`src/rtl/multiplier_arbiter_pkg.sv`:
```
// rtl/multiplier_arbiter_pkg.sv - shared types, defaults and round-robin pick for multiplier_arbiter
package multiplier_pkg;

  localparam int DEF_NUM_REQ = 4;
  localparam int DEF_WIDTH   = 16;
  localparam int MAX_REQ     = 8;

  typedef enum logic [1:0] {IDLE, ISSUE, WAIT, RESPOND} arb_state_t;

  typedef struct packed {
    logic       valid;
    logic [2:0] idx;
  } rr_pick_t;

  // First set bit searching last+1, last+2, ... modulo num_req.
  function automatic rr_pick_t rr_pick(input logic [MAX_REQ-1:0] req,
                                       input logic [2:0] last,
                                       input int num_req);
    rr_pick_t pick;
    int       idx;
    pick = '0;
    for (int k = 1; k <= MAX_REQ; k++) begin
      if (k <= num_req && !pick.valid) begin
        idx = (int'(last) + k) % num_req;
        if (req[idx]) begin
          pick.valid = 1'b1;
          pick.idx   = 3'(idx);
        end
      end
    end
    return pick;
  endfunction

endpackage

```
`src/rtl/multiplier_arbiter_if.sv`:
```
// rtl/multiplier_arbiter_if.sv - requester and multiplier signals of multiplier_arbiter
interface multiplier_arbiter_if
  import multiplier_pkg::*;
#(
  parameter int NUM_REQ = DEF_NUM_REQ,
  parameter int WIDTH   = DEF_WIDTH
);
  logic [NUM_REQ-1:0]       req;
  logic [NUM_REQ*WIDTH-1:0] req_a;
  logic [NUM_REQ*WIDTH-1:0] req_b;
  logic [NUM_REQ-1:0]       grant;
  logic [NUM_REQ-1:0]       done;
  logic [2*WIDTH-1:0]       result;
  logic                     mult_start;
  logic [WIDTH-1:0]         mult_a;
  logic [WIDTH-1:0]         mult_b;
  logic                     mult_ready;
  logic [2*WIDTH-1:0]       mult_product;

  modport master (
    input  req, req_a, req_b, mult_ready, mult_product,
    output grant, done, result, mult_start, mult_a, mult_b
  );

  modport slave (
    output req, req_a, req_b, mult_ready, mult_product,
    input  grant, done, result, mult_start, mult_a, mult_b
  );
endinterface

```
`src/rtl/multiplier_arbiter_rr.sv`:
```
// rtl/multiplier_arbiter_rr.sv - round-robin pick with registered last-winner pointer
module rr_arbiter
  import multiplier_pkg::*;
#(
  parameter int NUM_REQ = DEF_NUM_REQ
) (
  input  logic               clock,
  input  logic               reset,
  input  logic [NUM_REQ-1:0] req,
  input  logic               accept,
  output logic [2:0]         winner,
  output logic               valid
);
  logic [2:0]         last;
  logic [MAX_REQ-1:0] req_ext;
  rr_pick_t           pick;

  always_comb begin
    req_ext                = '0;
    req_ext[NUM_REQ-1:0]   = req;
    pick                   = rr_pick(req_ext, last, NUM_REQ);
  end

  assign winner = pick.idx;
  assign valid  = pick.valid;

  // Reset value makes requester 0 the first winner.
  always_ff @(posedge clock) begin
    if (reset) begin
      last <= 3'(NUM_REQ - 1);
    end else if (accept && pick.valid) begin
      last <= pick.idx;
    end
  end
endmodule

```
`src/rtl/multiplier_arbiter.sv`:
```
// rtl/multiplier_arbiter.sv - shares one sequential multiplier among requesters; MULT_ARB_TIMEOUT_EN adds a WAIT watchdog
module multiplier_arbiter
  import multiplier_pkg::*;
#(
  parameter int NUM_REQ        = DEF_NUM_REQ,
  parameter int WIDTH          = DEF_WIDTH,
  parameter int TIMEOUT_CYCLES = 64
) (
  input  logic                 clock,
  input  logic                 reset,
  multiplier_arbiter_if.master bus
`ifdef MULT_ARB_TIMEOUT_EN
  ,
  output logic                 timeout
`endif
);
  arb_state_t         state, state_next;
  logic [2:0]         winner_q;
  logic [WIDTH-1:0]   a_q, b_q;
  logic [2*WIDTH-1:0] result_q;
  logic [2:0]         pick_idx;
  logic               pick_valid;
  logic               accept;
  logic               wd_expired;

  assign accept = (state == IDLE) && pick_valid;

  rr_arbiter #(.NUM_REQ(NUM_REQ)) u_rr (
    .clock  (clock),
    .reset  (reset),
    .req    (bus.req),
    .accept (accept),
    .winner (pick_idx),
    .valid  (pick_valid)
  );

`ifdef MULT_ARB_TIMEOUT_EN
  localparam int CNT_W = $clog2(TIMEOUT_CYCLES + 1);
  logic [CNT_W-1:0] wd_cnt;

  // Counter sits at zero outside WAIT, so it is clear on every WAIT entry.
  assign wd_expired = (state == WAIT) && !bus.mult_ready &&
                      (wd_cnt == CNT_W'(TIMEOUT_CYCLES - 1));

  always_ff @(posedge clock) begin
    if (reset) begin
      wd_cnt  <= '0;
      timeout <= 1'b0;
    end else begin
      timeout <= wd_expired;
      wd_cnt  <= (state == WAIT) ? wd_cnt + 1'b1 : '0;
    end
  end
`else
  assign wd_expired = 1'b0;
`endif

  always_ff @(posedge clock) begin
    if (reset) begin
      state <= IDLE;
    end else begin
      state <= state_next;
    end
  end

  always_comb begin
    state_next = state;
    case (state)
      IDLE:    if (pick_valid) state_next = ISSUE;
      ISSUE:   state_next = WAIT;
      WAIT: begin
        if (bus.mult_ready)  state_next = RESPOND;
        else if (wd_expired) state_next = IDLE;
      end
      RESPOND: state_next = IDLE;
      default: state_next = IDLE;
    endcase
  end

  always_ff @(posedge clock) begin
    if (reset) begin
      winner_q <= '0;
      a_q      <= '0;
      b_q      <= '0;
      result_q <= '0;
    end else begin
      if (accept) begin
        winner_q <= pick_idx;
        a_q      <= bus.req_a[int'(pick_idx)*WIDTH +: WIDTH];
        b_q      <= bus.req_b[int'(pick_idx)*WIDTH +: WIDTH];
      end
      if (state == WAIT && bus.mult_ready) begin
        result_q <= bus.mult_product;
      end
    end
  end

  assign bus.mult_start = (state == ISSUE);
  assign bus.grant      = (state == ISSUE)   ? (NUM_REQ'(1) << winner_q) : '0;
  assign bus.done       = (state == RESPOND) ? (NUM_REQ'(1) << winner_q) : '0;
  assign bus.mult_a     = a_q;
  assign bus.mult_b     = b_q;
  assign bus.result     = result_q;
endmodule
```
`src/flat_wrapper.sv`:
```
// flat-port wrapper written by rule: the top's interface ports become plain ports
module multiplier_arbiter_flat import multiplier_pkg::*;
#(
  parameter int NUM_REQ        = DEF_NUM_REQ,
  parameter int WIDTH          = DEF_WIDTH,
  parameter int TIMEOUT_CYCLES = 64
)
  (clock, reset, bus_req, bus_req_a, bus_req_b, bus_mult_ready, bus_mult_product, bus_grant, bus_done, bus_result, bus_mult_start, bus_mult_a, bus_mult_b);
  multiplier_arbiter_if #(.NUM_REQ(NUM_REQ), .WIDTH(WIDTH)) bus_i ();
  input  logic clock;
  input  logic reset;
  input wire logic [$bits(bus_i.req)-1:0] bus_req;
  input wire logic [$bits(bus_i.req_a)-1:0] bus_req_a;
  input wire logic [$bits(bus_i.req_b)-1:0] bus_req_b;
  input wire logic [$bits(bus_i.mult_ready)-1:0] bus_mult_ready;
  input wire logic [$bits(bus_i.mult_product)-1:0] bus_mult_product;
  output wire logic [$bits(bus_i.grant)-1:0] bus_grant;
  output wire logic [$bits(bus_i.done)-1:0] bus_done;
  output wire logic [$bits(bus_i.result)-1:0] bus_result;
  output wire logic [$bits(bus_i.mult_start)-1:0] bus_mult_start;
  output wire logic [$bits(bus_i.mult_a)-1:0] bus_mult_a;
  output wire logic [$bits(bus_i.mult_b)-1:0] bus_mult_b;
  assign bus_i.req = bus_req;
  assign bus_i.req_a = bus_req_a;
  assign bus_i.req_b = bus_req_b;
  assign bus_i.mult_ready = bus_mult_ready;
  assign bus_i.mult_product = bus_mult_product;
  assign bus_grant = bus_i.grant;
  assign bus_done = bus_i.done;
  assign bus_result = bus_i.result;
  assign bus_mult_start = bus_i.mult_start;
  assign bus_mult_a = bus_i.mult_a;
  assign bus_mult_b = bus_i.mult_b;
  multiplier_arbiter #(.NUM_REQ(NUM_REQ), .WIDTH(WIDTH), .TIMEOUT_CYCLES(TIMEOUT_CYCLES)) u_core (.clock(clock), .reset(reset), .bus(bus_i));
endmodule
```
`config.mk`:
```
export PLATFORM = sky130hd
export DESIGN_NAME = multiplier_arbiter_flat
export DESIGN_NICKNAME = d
export VERILOG_FILES = /design/src/rtl/multiplier_arbiter_pkg.sv /design/src/rtl/multiplier_arbiter_if.sv /design/src/rtl/multiplier_arbiter_rr.sv /design/src/rtl/multiplier_arbiter.sv /design/src/flat_wrapper.sv
export SDC_FILE = /design/constraint.sdc
export NUM_CORES = 1
export LEC_CHECK = 0
export ABC_AREA = 1
export CORE_MARGIN = 3
export CORE_UTILIZATION = 44
export CTS_CLUSTER_SIZE = 10
export DETAILED_ROUTE_END_ITERATION = 8
export GPL_TIMING_DRIVEN = 0
export PLACE_DENSITY = 0.91
export SYNTH_ARGS = -nofsm -noshare
export SYNTH_HDL_FRONTEND = slang
export SYNTH_SLANG_ARGS = --single-unit
```
`constraint.sdc`:
```
create_clock -name clock -period 6.1 [get_ports clock]
set_clock_uncertainty 0.2 [all_clocks]
set_input_delay 1.83 -clock clock [delete_from_list [all_inputs] [get_ports clock]]
set_output_delay 1.83 -clock clock [all_outputs]
set_load 0.01 [all_outputs]
```
==> impl_metrics.ini <==
[setup_path]
worstPathArrival_ns = 1.79
critical_path_class = reg2out
cp-start-kind = flip-flop
endpoint_kind = primary output
required_ns = 4.07
critical_path.max_fanout = 4

[route]
ant_nets = 0
drt_iter0_drc = 309
finalWirelength_microns = 16100
via_per_inst = 4.82
vias = 5685
drt_pass1_iterations = 5
drc = 0
wire_per_inst_microns = 13.7

[final_layout]
area_growth_pct = 59.1
most-common-layout-cells = clkdlybuf4s50_1 (238), inv_1 (179), nand3_1 (167)
fin_cells = 1179
fin_nets = 1213
diodes = 0
drive_above_1_share_pct = 7.74
num-fill-cells = 835
final_common_cell = clkdlybuf4s50_1

[clock_network]
worst_skew_pair.late_latency_ns = 0.35
cts_setup_buffers = 0
cts_resized = 0
cts-buffers-inserted = 9
cts_sinks = 70
cts_buffer_depth = 2
cts_tree = built
ctsHoldBuffers = 0
htree_num_levels = 3
clkTransAtPathRegs_ns = 0.08
root_buffer = clkbuf_8

[synth]
ys_seq_area_share_pct = 30.3
synth_cell_types = 22
synth_seq_cells = 70
synth_top_cells_by_area = dfxtp_1 (30%), nand3_1 (18%), inv_1 (15%), nor2_1 (10%), nand2_1 (9.3%)
synth.cell_area_sq_um = 4630
mappedNetlistNets = 964
synth.avg_cell_area_sq_um = 5.84
ys_warn_count = 0
synthCells = 792
yosysTopAreaCellShare_pct = 30.3
synth_top_area_cell = dfxtp_1

[sta]
finalMaxSlewViolations = 0
tightest_slew_ns = 0.493
setup_ws_ns = 2.28
finalCritPeriodShare_pct = 62.6
fin_crit_ns = 3.82
hold_viol = 0
slew-limit-headroom_pct = 67.1
rsz0062_at_grt = no
fin_hold_ws_ns = 0.286
finalSetupTns_ns = 0
fmax_mhz = 262
finalSetupViolCount = 0

[placed_design]
pre_cts_slack_ns = 1.93
dpl.hpwl_microns = 13000
gp_congestion = 0.844
numPortBuffers = 238
post-place-cells = 1163

[floorplanning]
die_h_microns = 109
die_area_sq_um = 11800
ioPinCount = 240
initial_core_util_pct = 46.3
fp.coreArea_sq_um = 10000
rows = 36
die_width_microns = 109

[global_route]
grt_pass1_vias = 5439
grt_max_degree = 16
grt_usage_pct = 27.1
antenna_found_initial = 0
grt_pass1_wl_microns = 25400
overflow = 0

[pwr]
p_total_mw = 3.66
pwr-share-seq_pct = 18.6
swShare_pct = 49.7
power_density_nw_per_um2 = 497
internal-power_mw = 1.84
clock_power_share_pct = 10.0
p_leak_nw = 3.75
vdd_drop_max_uv = 322
power.switching_mw = 1.82
power_frac_comb_pct = 71.4

[flow_run]
drv_cap = 0

[worst_hold_path]
min_path_type = reg2reg

[outcome]
outcome = complete, no violations
-- critical path: stages (launching register included) --
cell and delay (ns):
dfxtp_1 0.34, inv_1 0.11, ha_1 0.20, inv_1 0.09, nor3_1 0.13, clkdlybuf4s50_1 0.57
-- power groups by stage --
stage               clock network, mW  logic (mW)  registers, mW
detailed placement                  0        2.61          0.693
global route                    0.395        2.94          0.700
floorplan                           0        1.72          0.739
finish                          0.365        2.61          0.682
CTS                             0.369        2.63          0.682
global placement                    0        2.56          0.685
-- per-layer routing --
metal  vias to the layer above  wire length (microns)  track usage [%]
li1                       2883                      -                -
met1                      2546                   6100             29.3
met2                       226                   7800             48.9
met3                        30                   1790             10.3
met4                         0                    426             8.21
met5                         -                      0                0
-- cells by family after synthesis --
kind of cell / share of synthesized area (%)
adders and majority gates: 1.35
buffers and inverters: 20.8
AOI/OAI and AO/OA: 4.79
and+or+nand+nor: 42.7
DFF: 30.3
-- stage by stage --
step                      util [%]  instance area, sq um
after floorplan                  -                  4630
after global placement        71.8                  7180
after detailed placement      71.8                  7180
after CTS                     73.6                  7360
after global routing          73.6                  7360
final                         73.6                  7360
-- sequential cells by signal, indices dropped and copies added, names as in the netlist --
name and cells:
u_core.bus.mult_a 16, u_core.bus.mult_b 16, u_core.bus.result 32, u_core.state 2, u_core.u_rr.last 2, u_core.winner_q 2
-- cells in the mapped netlist (all sizes together) --
cell	count
inv	181
nand3	167
nand2	140
nor2	131
dfxtp	70
buf	34
o21ai	34
clkbuf	13
nor3	8
a21oi	5
ha	5
o211ai	2
nand3b	1
o21bai	1
-- final timing paths --
| check | from | endpoint | slack, ns | cells after the start |
|---|---|---|---|---|
| worst min register to register | u_core.bus.result[31] | u_core.bus.result[31] | 0.29 | 2 |
| worst min-delay path | u_core.bus.result[31] | u_core.bus.result[31] | 0.29 | 2 |
| worst max register to register | u_core.u_rr.last[0] | u_core.bus.mult_a[8] | 3.71 | 14 |
| worst max-delay path | u_core.state[1] | bus_grant[3] | 2.28 | 5 |
-- cell type report --
cell class              instances  area [sq um]  area share, %
inverters                     181           679           9.23
multi-input cells             494          2260           30.7
plain buffers                  47           285           3.87
clock buffers                   9           124           1.68
clock inverters                 7          62.6          0.850
repair buffers                238          2380           32.4
flip-flops and latches         70          1400           19.0
well taps                     133           166           2.26
Note: power is estimated with default switching activity, not from simulation.
